**config.mk**
```make
export PLATFORM = sky130hd
export DESIGN_NAME = rgb_pack_writer_flat
export DESIGN_NICKNAME = d
export VERILOG_FILES = /design/src/rtl/rgb_pack_writer_pkg.sv /design/src/rtl/rgb_pack_writer_if.sv /design/src/rtl/rgb_pack_writer_pixel_fifo.sv /design/src/rtl/rgb_pack_writer.sv /design/src/flat_wrapper.sv
export SDC_FILE = /design/constraint.sdc
export NUM_CORES = 1
export LEC_CHECK = 0
export BUFFER_PORTS_ARGS = -buffer_cell sky130_fd_sc_hd__buf_2
export CELL_PAD_IN_SITES_DETAIL_PLACEMENT = 1
export CELL_PAD_IN_SITES_GLOBAL_PLACEMENT = 1
export CORE_AREA = 2 2 133 135
export CTS_BUF_LIST = sky130_fd_sc_hd__clkbuf_8
export CTS_CLUSTER_DIAMETER = 60
export CTS_CLUSTER_SIZE = 24
export DETAILED_ROUTE_END_ITERATION = 7
export DIE_AREA = 0 0 135 137
export MAX_ROUTING_LAYER = met4
export PLACE_DENSITY_LB_ADDON = 0.05
export SYNTH_ARGS = -nofsm -noshare
export SYNTH_HDL_FRONTEND = slang
export SYNTH_SLANG_ARGS = --single-unit
```
**constraint.sdc**
```tcl
create_clock -name Clock -period 3.21 [get_ports Clock]
set_input_delay 0 -clock Clock [delete_from_list [all_inputs] [get_ports Clock]]
set_output_delay 0 -clock Clock [all_outputs]
set_load 0.01 [all_outputs]
```
**src/rtl/rgb_pack_writer_pkg.sv**
```systemverilog
// Shared types for the RGB pack writer.
// Writer state encoding and the clipped 8-bit pixel bundle.
package rgb_pack_writer_pkg;

   typedef enum logic [2:0] {
      IDLE,
      WAIT,
      WR0,
      WR1,
      WR2,
      DONE
   } rgb_writer_state_type;

   typedef struct packed {
      logic [7:0] r;
      logic [7:0] g;
      logic [7:0] b;
   } rgb8_t;

endpackage

```
**src/rtl/rgb_pack_writer_if.sv**
```systemverilog
// Pixel stream, frame control and SRAM write port bundle.
// master = writer side (accepts pixels, drives SRAM); slave = environment.
interface rgb_pack_writer_if;

   logic        frame_start;
   logic        pix_valid;
   logic        pix_ready;
   logic [31:0] R_in;
   logic [31:0] G_in;
   logic [31:0] B_in;
   logic        sram_grant;
   logic [17:0] SRAM_address;
   logic [15:0] SRAM_write_data;
   logic        SRAM_we_n;
   logic        frame_done;

   modport master (
      input  frame_start, pix_valid, R_in, G_in, B_in, sram_grant,
      output pix_ready, SRAM_address, SRAM_write_data,
      output SRAM_we_n, frame_done
   );

   modport slave (
      output frame_start, pix_valid, R_in, G_in, B_in, sram_grant,
      input  pix_ready, SRAM_address, SRAM_write_data,
      input  SRAM_we_n, frame_done
   );

endinterface

```
**src/rtl/rgb_pack_writer_pixel_fifo.sv**
```systemverilog
// 4-entry FIFO of clipped pixels; pops a whole pair at once.
// Ports: Clock, resetn, i_flush, i_push, i_pop2, i_data -> o_head, o_head1, o_count.
module rgb_pixel_fifo
   import rgb_pack_writer_pkg::*;
(
   input  logic       Clock,
   input  logic       resetn,
   input  logic       i_flush,
   input  logic       i_push,
   input  logic       i_pop2,
   input  rgb8_t      i_data,
   output rgb8_t      o_head,
   output rgb8_t      o_head1,
   output logic [2:0] o_count
);

   rgb8_t      r_mem [4];
   logic [1:0] r_rd;
   logic [1:0] r_wr;
   logic [2:0] r_count;

   always_ff @(posedge Clock or negedge resetn) begin
      if (!resetn) begin
         r_rd    <= 2'd0;
         r_wr    <= 2'd0;
         r_count <= 3'd0;
      end else if (i_flush) begin
         r_rd    <= 2'd0;
         r_wr    <= 2'd0;
         r_count <= 3'd0;
      end else begin
         if (i_push) r_wr <= r_wr + 2'd1;
         if (i_pop2) r_rd <= r_rd + 2'd2;
         r_count <= r_count + {2'b00, i_push}
                  - (i_pop2 ? 3'd2 : 3'd0);
      end
   end

   // Storage needs no reset; count gates every read.
   always_ff @(posedge Clock) begin
      if (i_push && !i_flush) r_mem[r_wr] <= i_data;
   end

   assign o_head  = r_mem[r_rd];
   assign o_head1 = r_mem[r_rd + 2'd1];
   assign o_count = r_count;

endmodule

```
**src/rtl/rgb_pack_writer.sv**
```systemverilog
// Clips fixed-point RGB to 8 bits, packs pixel pairs into 3 words, writes SRAM.
// Ports: Clock, resetn, bus (master: pixel stream in, SRAM write port out).
module rgb_pack_writer
   import rgb_pack_writer_pkg::*;
#(
   parameter logic [17:0] RGB_BASE = 18'd146944,
   parameter int          PIXELS   = 76800
) (
   input  logic              Clock,
   input  logic              resetn,
   rgb_pack_writer_if.master bus
);

   localparam int WORDS = 3 * PIXELS / 2;
   localparam int CW    = $clog2(WORDS + 1);
   localparam int PW    = $clog2(PIXELS + 1);

   rgb_writer_state_type r_state;
   rgb_writer_state_type w_next;

   logic [CW-1:0] r_addr_cnt;
   logic [PW-1:0] r_pix_cnt;
   logic [2:0]    w_count;
   rgb8_t         w_pix;
   rgb8_t         w_head;
   rgb8_t         w_head1;
   logic          w_ready;
   logic          w_push;
   logic          w_wr;
   logic          w_pop2;
   logic          w_last;
   logic          w_refill;
   logic [15:0]   w_word;

   // Takes the integer part plus sign of a 16.16 value.
   function automatic logic [7:0] clip8(input logic [15:0] v);
      if (v[15])           return 8'd0;
      else if (|v[14:8])   return 8'd255;
      else                 return v[7:0];
   endfunction

   assign w_pix = {clip8(bus.R_in[31:16]),
                   clip8(bus.G_in[31:16]),
                   clip8(bus.B_in[31:16])};

   // frame_start blocks accept and write so the restart cycle is clean.
   assign w_ready = (r_state != IDLE) && (w_count < 3'd4)
                 && (r_pix_cnt < PW'(PIXELS)) && !bus.frame_start;
   assign w_push  = bus.pix_valid && w_ready;
   assign w_wr    = ((r_state == WR0) || (r_state == WR1)
                 || (r_state == WR2)) && bus.sram_grant
                 && !bus.frame_start;
   assign w_pop2  = w_wr && (r_state == WR2);
   assign w_last  = r_addr_cnt == CW'(WORDS - 1);
   // A full next pair after the pop skips WAIT to sustain 2 px / 3 cycles.
   assign w_refill = ({1'b0, w_count} + {3'b000, w_push}) >= 4'd4;

   assign bus.pix_ready = w_ready;

   rgb_pixel_fifo u_fifo (
      .Clock   (Clock),
      .resetn  (resetn),
      .i_flush (bus.frame_start),
      .i_push  (w_push),
      .i_pop2  (w_pop2),
      .i_data  (w_pix),
      .o_head  (w_head),
      .o_head1 (w_head1),
      .o_count (w_count)
   );

   always_ff @(posedge Clock or negedge resetn) begin
      if (!resetn) begin
         r_state    <= IDLE;
         r_addr_cnt <= '0;
         r_pix_cnt  <= '0;
      end else begin
         r_state <= w_next;
         if (bus.frame_start) begin
            r_addr_cnt <= '0;
            r_pix_cnt  <= '0;
         end else begin
            if (w_wr)   r_addr_cnt <= r_addr_cnt + 1'b1;
            if (w_push) r_pix_cnt  <= r_pix_cnt + 1'b1;
         end
      end
   end

   always_comb begin
      w_next = r_state;
      if (bus.frame_start) begin
         w_next = WAIT;
      end else begin
         unique case (r_state)
            IDLE: w_next = IDLE;
            WAIT: if (w_count >= 3'd2) w_next = WR0;
            WR0:  if (bus.sram_grant) w_next = WR1;
            WR1:  if (bus.sram_grant) w_next = WR2;
            WR2: begin
               if (bus.sram_grant) begin
                  if (w_last)        w_next = DONE;
                  else if (w_refill) w_next = WR0;
                  else               w_next = WAIT;
               end
            end
            DONE: w_next = IDLE;
            default: w_next = IDLE;
         endcase
      end
   end

   always_comb begin
      w_word = 16'h0000;
      unique case (r_state)
         WR0:     w_word = {w_head.r, w_head.g};
         WR1:     w_word = {w_head.b, w_head1.r};
         WR2:     w_word = {w_head1.g, w_head1.b};
         default: w_word = 16'h0000;
      endcase
   end

   always_ff @(posedge Clock or negedge resetn) begin
      if (!resetn) begin
         bus.SRAM_address    <= 18'd0;
         bus.SRAM_write_data <= 16'd0;
         bus.SRAM_we_n       <= 1'b1;
         bus.frame_done      <= 1'b0;
      end else begin
         bus.SRAM_we_n  <= !w_wr;
         bus.frame_done <= w_pop2 && w_last;
         if (w_wr) begin
            bus.SRAM_address    <= RGB_BASE + 18'(r_addr_cnt);
            bus.SRAM_write_data <= w_word;
         end
      end
   end

endmodule

```
**src/flat_wrapper.sv**
```systemverilog
// flat-port wrapper written by rule: the top's interface ports become plain ports
module rgb_pack_writer_flat import rgb_pack_writer_pkg::*;
#(
   parameter logic [17:0] RGB_BASE = 18'd146944,
   parameter int          PIXELS   = 76800
)
  (Clock, resetn, bus_frame_start, bus_pix_valid, bus_R_in, bus_G_in, bus_B_in, bus_sram_grant, bus_pix_ready, bus_SRAM_address, bus_SRAM_write_data, bus_SRAM_we_n, bus_frame_done);
  rgb_pack_writer_if bus_i ();
  input  logic Clock;
  input  logic resetn;
  input wire logic [$bits(bus_i.frame_start)-1:0] bus_frame_start;
  input wire logic [$bits(bus_i.pix_valid)-1:0] bus_pix_valid;
  input wire logic [$bits(bus_i.R_in)-1:0] bus_R_in;
  input wire logic [$bits(bus_i.G_in)-1:0] bus_G_in;
  input wire logic [$bits(bus_i.B_in)-1:0] bus_B_in;
  input wire logic [$bits(bus_i.sram_grant)-1:0] bus_sram_grant;
  output wire logic [$bits(bus_i.pix_ready)-1:0] bus_pix_ready;
  output wire logic [$bits(bus_i.SRAM_address)-1:0] bus_SRAM_address;
  output wire logic [$bits(bus_i.SRAM_write_data)-1:0] bus_SRAM_write_data;
  output wire logic [$bits(bus_i.SRAM_we_n)-1:0] bus_SRAM_we_n;
  output wire logic [$bits(bus_i.frame_done)-1:0] bus_frame_done;
  assign bus_i.frame_start = bus_frame_start;
  assign bus_i.pix_valid = bus_pix_valid;
  assign bus_i.R_in = bus_R_in;
  assign bus_i.G_in = bus_G_in;
  assign bus_i.B_in = bus_B_in;
  assign bus_i.sram_grant = bus_sram_grant;
  assign bus_pix_ready = bus_i.pix_ready;
  assign bus_SRAM_address = bus_i.SRAM_address;
  assign bus_SRAM_write_data = bus_i.SRAM_write_data;
  assign bus_SRAM_we_n = bus_i.SRAM_we_n;
  assign bus_frame_done = bus_i.frame_done;
  rgb_pack_writer #(.RGB_BASE(RGB_BASE), .PIXELS(PIXELS)) u_core (.Clock(Clock), .resetn(resetn), .bus(bus_i));
endmodule
```
Word-level counts from Yosys, hierarchy flattened
Memory sizes are Yosys's and may differ from the RTL's.
Index checks and enable logic that the tools add are counted.
Word-level totals
  word-level logic and storage cells: 81
  memories kept: 1
  flip-flop bits (word level): 80
  memory bits (writable): 96
  input bits: 101
Cells by class
  order comparisons: 4
  eq/ne operators: 9
  reductions and logical operators: 21
  mux-type cells: 27
  add/subtract/negate cells: 9
Memories
  u_core.u_fifo.r_mem: depth 4, width 24, read ports 2, clocked after memory_dff 0, write ports 1, line rgb_pack_writer_pixel_fifo.sv:17  | rgb8_t r_mem [4];
Operators by type and width (number)
  17-bit two-way mux: 4
  8-bit two-way mux: 6
  16-bit case mux with 3 select lines: 1
  17-bit by 1-bit adder with 17-bit output, second input constant: 2
  3-bit two-way mux: 7
  7-bit OR reduction: 3
  18-bit by 17-bit adder with 18-bit output, first input constant: 1
  17-bit == test, second input constant: 1
  17-bit less-than comparator, second input constant: 1
  2-bit two-way mux: 6
  3-bit case mux with 4 select lines: 1
  1-bit logical AND: 9
  3-bit != test, second input constant: 3
  3-bit by 2-bit == test with 1-bit output, second input constant: 2
  2-bit nonzero test: 3
  2-bit by 1-bit adder with 2-bit output, second input constant: 2
  3-bit by 1-bit adder with 4-bit output: 1
  4-bit by 3-bit >= comparator with 1-bit output, second input constant: 1
  4-bit AND reduction: 1
  3-bit by 1-bit adder with 3-bit output: 1
  3-bit by 1-bit == test with 1-bit output, second input constant: 1
  3-bit == test, second input constant: 1
  3-bit by 2-bit >= comparator with 1-bit output, second input constant: 1
  3-bit less-than comparator, second input constant: 1
  7 further kinds: 10

Longest topological paths before layout
Gate-level depths: netlist of run 1.
  depth after elaboration: 12
  mapped depth: 12
  gate-level depth less buffers: 10

By module
Synthesis of run 1 repeated with hierarchy kept, for this count alone.
Second synthesis, totals
  cells, all modules: 650
  area total of the unflattened synthesis: 8056.5 um2
By module, submodules not included
  rgb_pack_writer: seq. area each 1828.0 um2, area an instance 4184.0 um2, cells each 468, times used 1
  rgb_pixel_fifo: seq. area each 3032.9 um2, area an instance 3872.5 um2, cells each 182, times used 1

Least setup slack after synthesis of run 1
OpenSTA, ideal clock, no wires.
  path type: register -> register
  start point: register u_core.r_pix_cnt[12]
  end point: register u_core.r_state[0]
  cell stages (with the launch flop): 12
  data required time: 3.079 ns
  period minus slack after synthesis: 2.224 ns
  data arrival time: 2.093 ns
  setup time: 0.131 ns
  setup slack: 0.986 ns
  buffers on the path: 1
  cells stage by stage: dfrtp_1 a211o_1 o21ai_1 nand2_1 inv_1 buf_2 ha_1 a21oi_1 nand2_1 o21ai_0 nor3_1 o21ai_0
Between the ends
  longest elaborated chain between the ends: 11
RTL lines
  start: declaration: line rgb_pack_writer.sv:22  | logic [PW-1:0] r_pix_cnt;
  start signal: assignment: line rgb_pack_writer.sv:84  | if (w_push) r_pix_cnt <= r_pix_cnt + 1'b1;
  17-bit less-than comparator: line rgb_pack_writer.sv:48  | && (r_pix_cnt < PW'(PIXELS)) && !bus.frame_start;
  1-bit logical AND (2 in series): line rgb_pack_writer.sv:48
  1-bit logical AND: line rgb_pack_writer.sv:49  | assign w_push = bus.pix_valid && w_ready;
  3-bit by 1-bit adder with 4-bit output: line rgb_pack_writer.sv:56  | assign w_refill = ({1'b0, w_count} + {3'b000, w_push}) >= 4'd4;
  4-bit by 3-bit >= comparator with 1-bit output: line rgb_pack_writer.sv:56
  2-bit two-way mux: line rgb_pack_writer.sv:102  | else if (w_refill) w_next = WR0;
  3-bit two-way mux: line rgb_pack_writer.sv:101  | if (w_last) w_next = DONE;
  3-bit two-way mux: line rgb_pack_writer.sv:100  | if (bus.sram_grant) begin
  3-bit case mux with 4 select lines: line rgb_pack_writer.sv:94  | unique case (r_state)
  3-bit two-way mux: line rgb_pack_writer.sv:91  | if (bus.frame_start) begin
  end signal: assignment: line rgb_pack_writer.sv:78  | r_state <= w_next;
  end: declaration: line rgb_pack_writer.sv:18  | rgb_writer_state_type r_state;
Every way passes these cells. The select of a mux whose other input is x is not followed.
A chain may end at the register's enable or synchronous reset.

Worst setup path in the final report of run 1
  start point: register u_core.r_state[1]
  end point: register u_core.r_state[0]
Between the ends
  longest elaborated chain between the ends: 12
  elaborated cells between the ends (all ways): 21
  those cells by class: add/sub (1); order compare (1); eq/ne (8); mux (5); reduce/logical (6)
RTL lines
  3-bit nonzero test: line rgb_pack_writer.sv:47  | assign w_ready = (r_state != IDLE) && (w_count < 3'd4)
  1-bit logical AND: line rgb_pack_writer.sv:47
  1-bit logical AND (2 in series): line rgb_pack_writer.sv:48
  1-bit logical AND: line rgb_pack_writer.sv:49
  3-bit by 1-bit adder with 4-bit output: line rgb_pack_writer.sv:56
  4-bit by 3-bit >= comparator with 1-bit output: line rgb_pack_writer.sv:56
  2-bit two-way mux: line rgb_pack_writer.sv:102
  3-bit two-way mux: line rgb_pack_writer.sv:101
  3-bit two-way mux: line rgb_pack_writer.sv:100
  3-bit case mux with 4 select lines: line rgb_pack_writer.sv:94
  3-bit two-way mux: line rgb_pack_writer.sv:91
Parallel ways exist; a longest one is shown, timed or not. The select of a mux whose other input is x is not followed.

==> results.yml, run 1 <==
die:
  die-area_sq_um: 18500
  core_area_sq_um: 17100
  die_h_um: 137
  die_w_um: 135
  initial_core_util_pct: 45.4
  rows: 48
  io_pins: 138
clock_network:
  cts_resized: 0
  cts_buffers: 17
  clkSinkCount: 175
  cts-root-buf: "clkbuf_8"
  cts_tree: "yes"
  clock_path_buffers: 2
  clk_latency_ns: 0.47
  h-tree-depth: 4
  path_clk_slew_ns: 0.10
flow_run:
  maxCapViolCount: 0
power_and_ir_drop:
  p_per_area_nw_per_um2: 558
  leakagePower_nw: 3.87
  clkPwrFrac_pct: 33.0
  swShare_pct: 28.2
  p_int_mw: 3.66
  seq_power_share_pct: 51.6
  p_switching_mw: 1.44
  vdd_drop_max_v: 0.000287
  p_comb_share_pct: 15.5
detailed_routing:
  drc: 0
  viasPerCell: 5.32
  drt-total-wl_mm: 18.4
  postRouteAntennaNets: 0
  wl_per_cell_um: 18.1
  drt_iter0_drc: 329
  drt_first_pass_iters: 4
  via_count: 5407
logic_synthesis:
  ys_ff_latch: 175
  syn_nets: 775
  yosysUniqueCellTypes: 55
  synth_cells: 663
  syn_avg_cell_area_sq_um: 11.7
  async_flop_share_pct: 45.1
  synth_area_sq_um: 7740
  synth-edff-count: 96
  yosysSeqAreaShare_pct: 62.8
  synth_flop_cell: "edfxtp_1"
  synth_warnings: 0
layout:
  layout.nets: 891
  syn_to_final_growth_pct: 18.1
  final_common_cell: "edfxtp_1"
  antenna_cells: 0
  post-route-util_pct: 53.6
  drive_gt1_share_pct: 18.8
  layout_common_cells: "edfxtp_1 (96), buf_2 (88), nand2_1 (86)"
placement:
  gp_congestion: 0.786
  io_buffers: 89
  dpl.hpwl_mm: 11.9
setup_path:
  reg2reg_depth: 10
  cp-end-kind: "flip-flop"
  cp-start-kind: "flip-flop"
  crit_fanout: 8
  critPathKind: "flip-flop to flip-flop"
  crit_arrival_ns: 2.78
  cp.required_ns: 3.56
global_route:
  overflow: 0
  grt_usage_pct: 21.7
  grt_pass1_wl_mm: 29.7
  grt_pass1_vias: 5785
  grt_max_degree: 68
  antenna_found_initial: 0
timing:
  finalHoldViolCount: 0
  rsz0062_at_grt: "no"
  finClkSkew_ns: 0.0115
  tns_ns: 0
  min_period_ns: 2.44
  relSlewSlack_pct: 39.2
  worst_pin_slew_ns: 0.912
  fmax_mhz: 410
  slew_viol_final: 0
  fin_crit_sh_pct: 75.9
  hold_ws_ns: 0.0567
  setup_viol: 0
min_path:
  min_delay_path_depth: 2
  hold_class: "input pin to flip-flop"
outcome:
  outcome: "complete, no violations"
-- synth_stat cells, types with 3 or more instances --
cell,instances,share of area [%]
a21oi_1,40,2.6
and3_1,9,0.73
buf_1,8,0.39
buf_2,3,0.19
clkbuf_1,21,1.0
dfrtp_1,78,25
edfxtp_1,96,37
ha_1,11,1.8
inv_1,41,2.0
mux2_1,7,1.0
mux2i_1,35,4.5
nand2_1,86,4.2
nand2b_1,3,0.24
nand3_1,14,0.91
nand4_1,4,0.32
nor2_1,31,1.5
nor2b_1,3,0.24
nor3_1,8,0.52
nor4_1,9,0.73
o211ai_1,14,1.4
o21ai_0,67,4.3
or3_1,9,0.73
or4_1,3,0.29
xnor2_1,15,1.7
xor2_1,9,1.0
-- sequential cells by signal (all words and copies together), names as in the netlist --
name                        flops
u_core.bus.SRAM_address        18
u_core.bus.SRAM_we_n            1
u_core.bus.SRAM_write_data     16
u_core.bus.frame_done           1
u_core.r_addr_cnt              17
u_core.r_pix_cnt               17
u_core.r_state                  3
u_core.u_fifo.o_count           3
u_core.u_fifo.r_mem            96
u_core.u_fifo.r_rd              1
u_core.u_fifo.r_wr              2
-- layer usage --
metal	share of wire, %	vias to the layer above	GRT usage, %
met3	3.5	16	4.00
met4	1.2	0	5.67
li1	-	2585	-
met5	0	-	-
met2	52	104	38.3
met1	43	2702	25.8
-- what timing repair did --
item	CTS	global route
setup buffers	0	0
hold buffers	26	0
hold endpoints to repair	166	0
-- kinds of logic (layout without fill, tap and decap cells) --
group	after synthesis	after routing	share of synthesized area, %
xor+xnor	24	24	2.72
compound gates	141	141	10.5
simple gates	192	192	12.1
mux	45	45	6.28
flops	175	175	62.8
fa+ha+maj	11	11	1.78
buf+inv	75	204	3.83
-- path summary, 6_finish.rpt --
path	endpoint	slack (ns)	from
worst max-delay path	u_core.r_state[0]$_DFFE_PN0P_	0.77	u_core.r_state[1]$_DFFE_PN0P_
worst min-delay path	u_core.u_fifo.r_mem[0][14]$_DFFE_PP_	0.06	bus_G_in[31]
worst max register to register	u_core.r_state[0]$_DFFE_PN0P_	0.77	u_core.r_state[1]$_DFFE_PN0P_
worst min register to register	u_core.bus.SRAM_write_data[10]$_DFFE_PN0P_	0.48	u_core.bus.SRAM_write_data[10]$_DFFE_PN0P_
max in group asynchronous	u_core.bus.SRAM_we_n$_DFF_PN1_	2.21	resetn
min in group asynchronous	u_core.r_pix_cnt[7]$_DFFE_PN0P_	0.20	resetn
-- through the flow --
step / power, mW / area [sq um] / instances / worst slack, ns
finish: 5.10 / 9140 / 1017 / 0.773
global route: 5.33 / 9140 / 1017 / 0.538
CTS: 5.17 / 9140 / 1017 / 0.752
detailed placement: 3.45 / 8450 / 959 / 0.767
global placement: 3.42 / 8450 / 959 / 0.887
floorplan: 3.17 / 7740 / 663 / 0.986
-- power by group through the flow --
stage | sequential, mW | clock [mW] | combinational (mW)
floorplan | 2.68 | 0 | 0.492
global placement | 2.67 | 0 | 0.751
detailed placement | 2.68 | 0 | 0.777
CTS | 2.63 | 1.73 | 0.806
global route | 2.65 | 1.81 | 0.877
finish | 2.63 | 1.68 | 0.788
-- final cells by class --
| type | count | area, sq um |
|---|---|---|
| Fill cell | 1832 | 7920 |
| Sequential cell | 175 | 4860 |
| Multi-Input combinational cell | 413 | 2580 |
| Timing Repair Buffer | 131 | 828 |
| Tap cell | 225 | 282 |
| Clock buffer | 17 | 234 |
| Clock inverter | 15 | 199 |
| Inverter | 41 | 154 |
-- worst max-delay path: stages, from the launching register on --
cell     delay [ns]
dfrtp_1        0.50
nor3_1         0.13
nor4b_2        0.52
nand2_1        0.30
inv_1          0.14
ha_1           0.18
a21oi_1        0.09
nand2_1        0.08
o21ai_0        0.08
nor3_1         0.18
o21ai_0        0.10
Note: power is estimated with default switching activity, not from simulation.
==> run 2: changes to the inputs <==
- CORE_AREA: 2 2 133 135 -> 2 2 141 143
- DIE_AREA: 0 0 135 137 -> 0 0 143 145
- clock period: 3.21 -> 2.1 ns (I/O delays scaled with it)
==> run 2 against run 1 <==
  * Utilization fell by 4.6 points
  * Fmax rose by 24%
  * Flip-flop and latch count did not move
  * Worst hold slack got worse by 0.017 ns
  * Die area rose by 12%
  * Critical endpoint is now u_core.bus.SRAM_address[0]$_DFFE_PN0P_
  * Final cell count rose by 5.5%
  * Routed wire length rose by 3.3%
  * Combinational power rose by 65%
==> results.yml, run 2 (synthesis results as in run 1) <==
layout:
  post-route-util_pct: 49.0
  syn_to_final_growth_pct: 21.5
  reg.largest.list: "u_core.u_fifo.r_mem x96, u_core.bus.SRAM_address x18"
  nFillCells: 2096
  top_register: "u_core.u_fifo.r_mem"
  regArea_sq_um: 4860
  layout.nets: 907
  final_common_cell: "edfxtp_1"
  layout_common_cells: "edfxtp_1 (96), buf_2 (88), nand2_1 (86)"
  drive_gt1_share_pct: 20.9
  largest_reg_flops: 96
  antenna_cells: 0
  stdcell_count: 1073
  multi_input_area_sq_um: 2590
clock_network:
  h-tree-depth: 4
  clkSinkCount: 175
  cts_buffers: 17
  clock_path_buffers: 2
  clk_latency_ns: 0.47
  cts-root-buf: "clkbuf_8"
  cts_tree: "yes"
  path_clk_slew_ns: 0.11
timing:
  tns_ns: 0
  min_period_ns: 1.97
  finalHoldViolCount: 0
  hold_ws_ns: 0.0394
  fmax_mhz: 508
  slew_viol_final: 0
  finClkSkew_ns: 0.0169
  rsz0062_at_grt: "no"
  relSlewSlack_pct: 65.6
  setup_viol: 0
  fin_crit_sh_pct: 93.7
  worst_pin_slew_ns: 0.515
detailed_routing:
  via_count: 5562
  viasPerCell: 5.18
  drc: 0
  drt_first_pass_iters: 4
  postRouteAntennaNets: 0
  drt-total-wl_mm: 19.0
  drt_iter0_drc: 119
  wl_per_cell_um: 17.7
die:
  rows: 51
  die_h_um: 145
  core_area_sq_um: 19200
  io_pins: 138
  die_w_um: 143
  initial_core_util_pct: 40.3
  die-area_sq_um: 20700
placement:
  gp_congestion: 0.784
  dp.cells: 1012
  dpl.hpwl_mm: 12.6
  io_buffers: 89
setup_path:
  cp-start-kind: "flip-flop"
  reg2reg_depth: 6
  cp-end-kind: "flip-flop"
  crit_fanout: 45
  cp.required_ns: 2.45
  crit_arrival_ns: 2.31
  critPathKind: "flip-flop to flip-flop"
power_and_ir_drop:
  vdd_drop_max_v: 0.000464
  leakagePower_nw: 3.96
  p_per_area_nw_per_um2: 823
min_path:
  hold_class: "input pin to async pin"
flow_run:
  maxCapViolCount: 0
global_route:
  overflow: 0
  grt_max_degree: 49
  grt_pass1_wl_mm: 31.2
  antenna_found_initial: 0
  grt_usage_pct: 20.1
  grt_pass1_vias: 6002
outcome:
  outcome: "complete, no violations"
==> run 2: cell types whose count changed in the layout (fill, tap and decap cells not counted), sizes merged <==
cell,previous run,this run
buf,105,120
inv,50,52
dlygate4sd3,26,27
bufinv,3,1
==> run 2: final timing paths <==
check	slack [ns]	from	endpoint
worst max-delay path	0.13	u_core.r_state[2]$_DFFE_PN0P_	u_core.bus.SRAM_address[0]$_DFFE_PN0P_
worst max register to register	0.13	u_core.r_state[2]$_DFFE_PN0P_	u_core.bus.SRAM_address[0]$_DFFE_PN0P_
worst min register to register	0.48	u_core.bus.SRAM_address[2]$_DFFE_PN0P_	u_core.bus.SRAM_address[2]$_DFFE_PN0P_
worst min-delay path	0.04	resetn	u_core.r_pix_cnt[9]$_DFFE_PN0P_
max in group asynchronous	1.35	resetn	u_core.bus.SRAM_we_n$_DFF_PN1_
min in group Clock	0.04	bus_G_in[31]	u_core.u_fifo.r_mem[1][14]$_DFFE_PP_
==> run 2: through the flow <==
stage / area (sq um) / setup WS (ns) / power (mW)
5_1_grt: 9400 / 0.0274 / 8.13
4_1_cts: 9380 / 0.0758 / 7.86
2_1_floorplan: 7750 / 0.00789 / 4.86
6_report: 9400 / 0.131 / 7.74
3_3_place_gp: 8700 / 0.127 / 5.32
3_5_place_dp: 8700 / 0.0986 / 5.38
==> run 2: worst max-delay path, cell delays in order, from the launching register on <==
cell and delay (ns):
dfrtp_1 0.47, nor3b_4 0.20, buf_4 0.14, o21ai_1 0.26, nand2b_2 0.22, buf_12 0.21, mux2_2 0.35
==> run 2: power breakdown <==
| part | total [mW] | internal (mW) | switching (mW) |
|---|---|---|---|
| clock | 2.42 | 1.02 | 1.40 |
| combinational | 1.30 | 0.543 | 0.755 |
| sequential | 4.02 | 3.89 | 0.131 |
==> run 2: final cells by class <==
class / count / share of cell area, %
Sequential cell: 175 / 51.7
Multi-Input combinational cell: 413 / 27.6
Timing Repair Buffer: 147 / 11.2
Tap cell: 265 / 3.53
Clock buffer: 17 / 2.49
Clock inverter: 15 / 1.89
Inverter: 41 / 1.64
==> run 2: what timing repair did <==
item | 4_1_cts | 5_1_grt
endpoints found under the setup margin | 0 | 5
resized for setup | 0 | 2
buffers inserted | 0 | 2
hold buffers | 27 | 0
hold endpoints to repair | 178 | 0
==> run 2: layer usage <==
metal  track usage (%)  wire (um)  up-vias
met5                 -          0        -
met4              4.85        165        0
met3              3.40        554       14
met2              34.5       9840      105
met1              24.6       8470     2810
li1                  -          -     2633
==> run 3: changes to the inputs <==
- clock period: 2.1 -> 1.8 ns (I/O delays scaled with it)
==> run 3 against run 2 <==
  * The run now ends with negative setup slack left
  * Final cell count up 4.9%
  * First-iteration DRC count up 150%
  * Critical path depth down 1
  * Clock skew down 0.0019 ns
  * Critical path type unchanged
  * Largest cell class unchanged
  * Largest power group unchanged
==> results.yml, run 3 (synthesis results as in run 1) <==
outcome:
  outcome: "complete, but fails checks"
  failed_checks: "negative setup slack"
layout:
  final_common_cell: "edfxtp_1"
  layout.nets: 960
  regArea_sq_um: 4860
  top_register: "u_core.u_fifo.r_mem"
  largest_reg_flops: 96
  final_area_sq_um: 10400
  drive_gt1_share_pct: 32.2
  multi_input_area_sq_um: 2940
  layout_common_cells: "edfxtp_1 (96), buf_2 (87), nand2_1 (82)"
  reg.largest.list: "u_core.u_fifo.r_mem x96, u_core.bus.SRAM_address x18"
  antenna_cells: 0
  nFillCells: 2018
  syn_to_final_growth_pct: 34.7
power_and_ir_drop:
  p_per_area_nw_per_um2: 900
  p_int_mw: 6.55
  vdd_drop_max_v: 0.000521
  swShare_pct: 30.2
  leakagePower_nw: 4.40
  p_switching_mw: 2.83
  power_mw: 9.38
  p_comb_share_pct: 19.3
  seq_power_share_pct: 50.2
  clkPwrFrac_pct: 30.5
setup_path:
  crit_family: "compound AO/OA/AOI/OAI gates"
  cpMaxStageDelayCell: "dfrtp_1"
  crit_cells: 5
  reg2reg_from: "u_core.r_pix_cnt[12]$_DFFE_PN0P_"
  crit_path_cell_trace: "a211o_1 -> o21ai_4 -> buf_6 -> and3_4 -> clkbuf_16"
  r2r_slack_ns: -0.06
  crit_arrival_ns: 2.05
  cp.required_ns: 1.99
  critical-path-max-stage-delay_ns: 0.39
  cp-start-kind: "flip-flop"
  cp-end-kind: "flip-flop"
  crit_fanout: 6
  r2r-end: "u_core.u_fifo.r_mem[1][3]$_DFFE_PP_"
  critPathKind: "flip-flop to flip-flop"
  reg2reg_depth: 5
  path_buf_inv: 2
clock_network:
  cts_buffers: 17
  clk_latency_ns: 0.47
  path_clk_slew_ns: 0.10
  clkSinkCount: 175
  h-tree-depth: 4
  clock_path_buffers: 2
  cts-root-buf: "clkbuf_8"
  cts_tree: "yes"
timing:
  finClkSkew_ns: 0.0150
  finalHoldViolCount: 0
  fin_ws_ns: -0.0587
  relSlewSlack_pct: 67.9
  setup_viol: 60
  rsz0062_at_grt: "yes"
  fmax_mhz: 538
  min_period_ns: 1.86
  slew_viol_final: 0
  hold_ws_ns: 0.0234
  fin_crit_sh_pct: 103
  tns_ns: -1.44
  worst_pin_slew_ns: 0.481
detailed_routing:
  postRouteAntennaNets: 0
  viasPerCell: 5.17
  via_count: 5817
  drt_first_pass_iters: 4
  wl_per_cell_um: 18.8
  drt-total-wl_mm: 21.2
  drt_iter0_drc: 293
  drc: 0
die:
  die_w_um: 143
  die_h_um: 145
  io_pins: 138
  core_area_sq_um: 19200
  die-area_sq_um: 20700
  initial_core_util_pct: 40.3
  rows: 51
min_path:
  hp-start: "bus_G_in[16]"
  hold_class: "input pin to flip-flop"
  min_delay_path_depth: 3
  worstHoldEndpoint: "u_core.u_fifo.r_mem[3][8]$_DFFE_PP_"
flow_run:
  maxCapViolCount: 0
global_route:
  grt_usage_pct: 21.1
  overflow: 0
  grt_pass1_vias: 6169
  grt_max_degree: 35
  grt_pass1_wl_mm: 32.8
  antenna_found_initial: 0
placement:
  place_ws_ns: -0.145
  placed_cell_area_sq_um: 8980
  dpl.hpwl_mm: 13.2
  gp_congestion: 0.794
  io_buffers: 89
==> run 3: power by group through the flow <==
stage	clock, mW	combinational (mW)	sequential [mW]
finish	2.86	1.81	4.71
detailed placement	0	1.55	4.78
CTS	2.93	1.68	4.71
global route	3.11	1.98	4.74
global placement	0	1.50	4.76
floorplan	0	0.928	4.78
==> run 3: worst max path at each step <==
| stage | from | endpoint |
|---|---|---|
| 5_1_grt | u_core.r_pix_cnt[12]$_DFFE_PN0P_ | u_core.r_state[0]$_DFFE_PN0P_ |
| 2_1_floorplan | u_core.r_pix_cnt[12]$_DFFE_PN0P_ | u_core.r_state[0]$_DFFE_PN0P_ |
| 3_5_place_dp | u_core.r_state[1]$_DFFE_PN0P_ | u_core.r_pix_cnt[15]$_DFFE_PN0P_ |
| 3_3_place_gp | u_core.r_pix_cnt[12]$_DFFE_PN0P_ | u_core.r_pix_cnt[15]$_DFFE_PN0P_ |
| 6_report | u_core.r_pix_cnt[12]$_DFFE_PN0P_ | u_core.u_fifo.r_mem[1][3]$_DFFE_PP_ |
| 4_1_cts | u_core.r_pix_cnt[13]$_DFFE_PN0P_ | u_core.r_pix_cnt[15]$_DFFE_PN0P_ |
==> run 3: per-stage QoR <==
| stage | util [%] | instances |
|---|---|---|
| floorplan | - | 663 |
| global placement | 46.7 | 1042 |
| global route | 54.3 | 1126 |
| finish | 54.3 | 1126 |
| CTS | 51.6 | 1111 |
| detailed placement | 46.7 | 1042 |
==> run 3: layout make-up <==
class / count / area share [%]
multi-input combinational: 413 / 28.2
sequential: 175 / 46.7
tap: 265 / 3.18
timing repair buffer: 200 / 16.4
clock inverter: 15 / 1.80
clock buffer: 17 / 2.24
inverter: 41 / 1.48
==> run 3: worst min-delay path, cell delays in order <==
cell and delay (ns):
buf_2 0.10, inv_1 0.07, a21oi_1 0.13
==> run 3: what timing repair did <==
action / 4_1_cts / 5_1_grt
setup endpoints to repair: 120 / 147
cloned: 2 / 9
endpoints found under the hold margin: 175 / 4
buffers inserted: 7 / 7
hold buffers: 28 / 1
resized for setup: 34 / 68
pin swaps: 14 / 25
==> run 3: layer usage <==
layer / GRT usage (%) / up-vias / wire length, um
met5: - / - / 0
met4: 4.85 / 0 / 234
met3: 3.89 / 23 / 640
met2: 35.5 / 122 / 11200
met1: 26.5 / 2934 / 9090
li1: - / 2738 / -
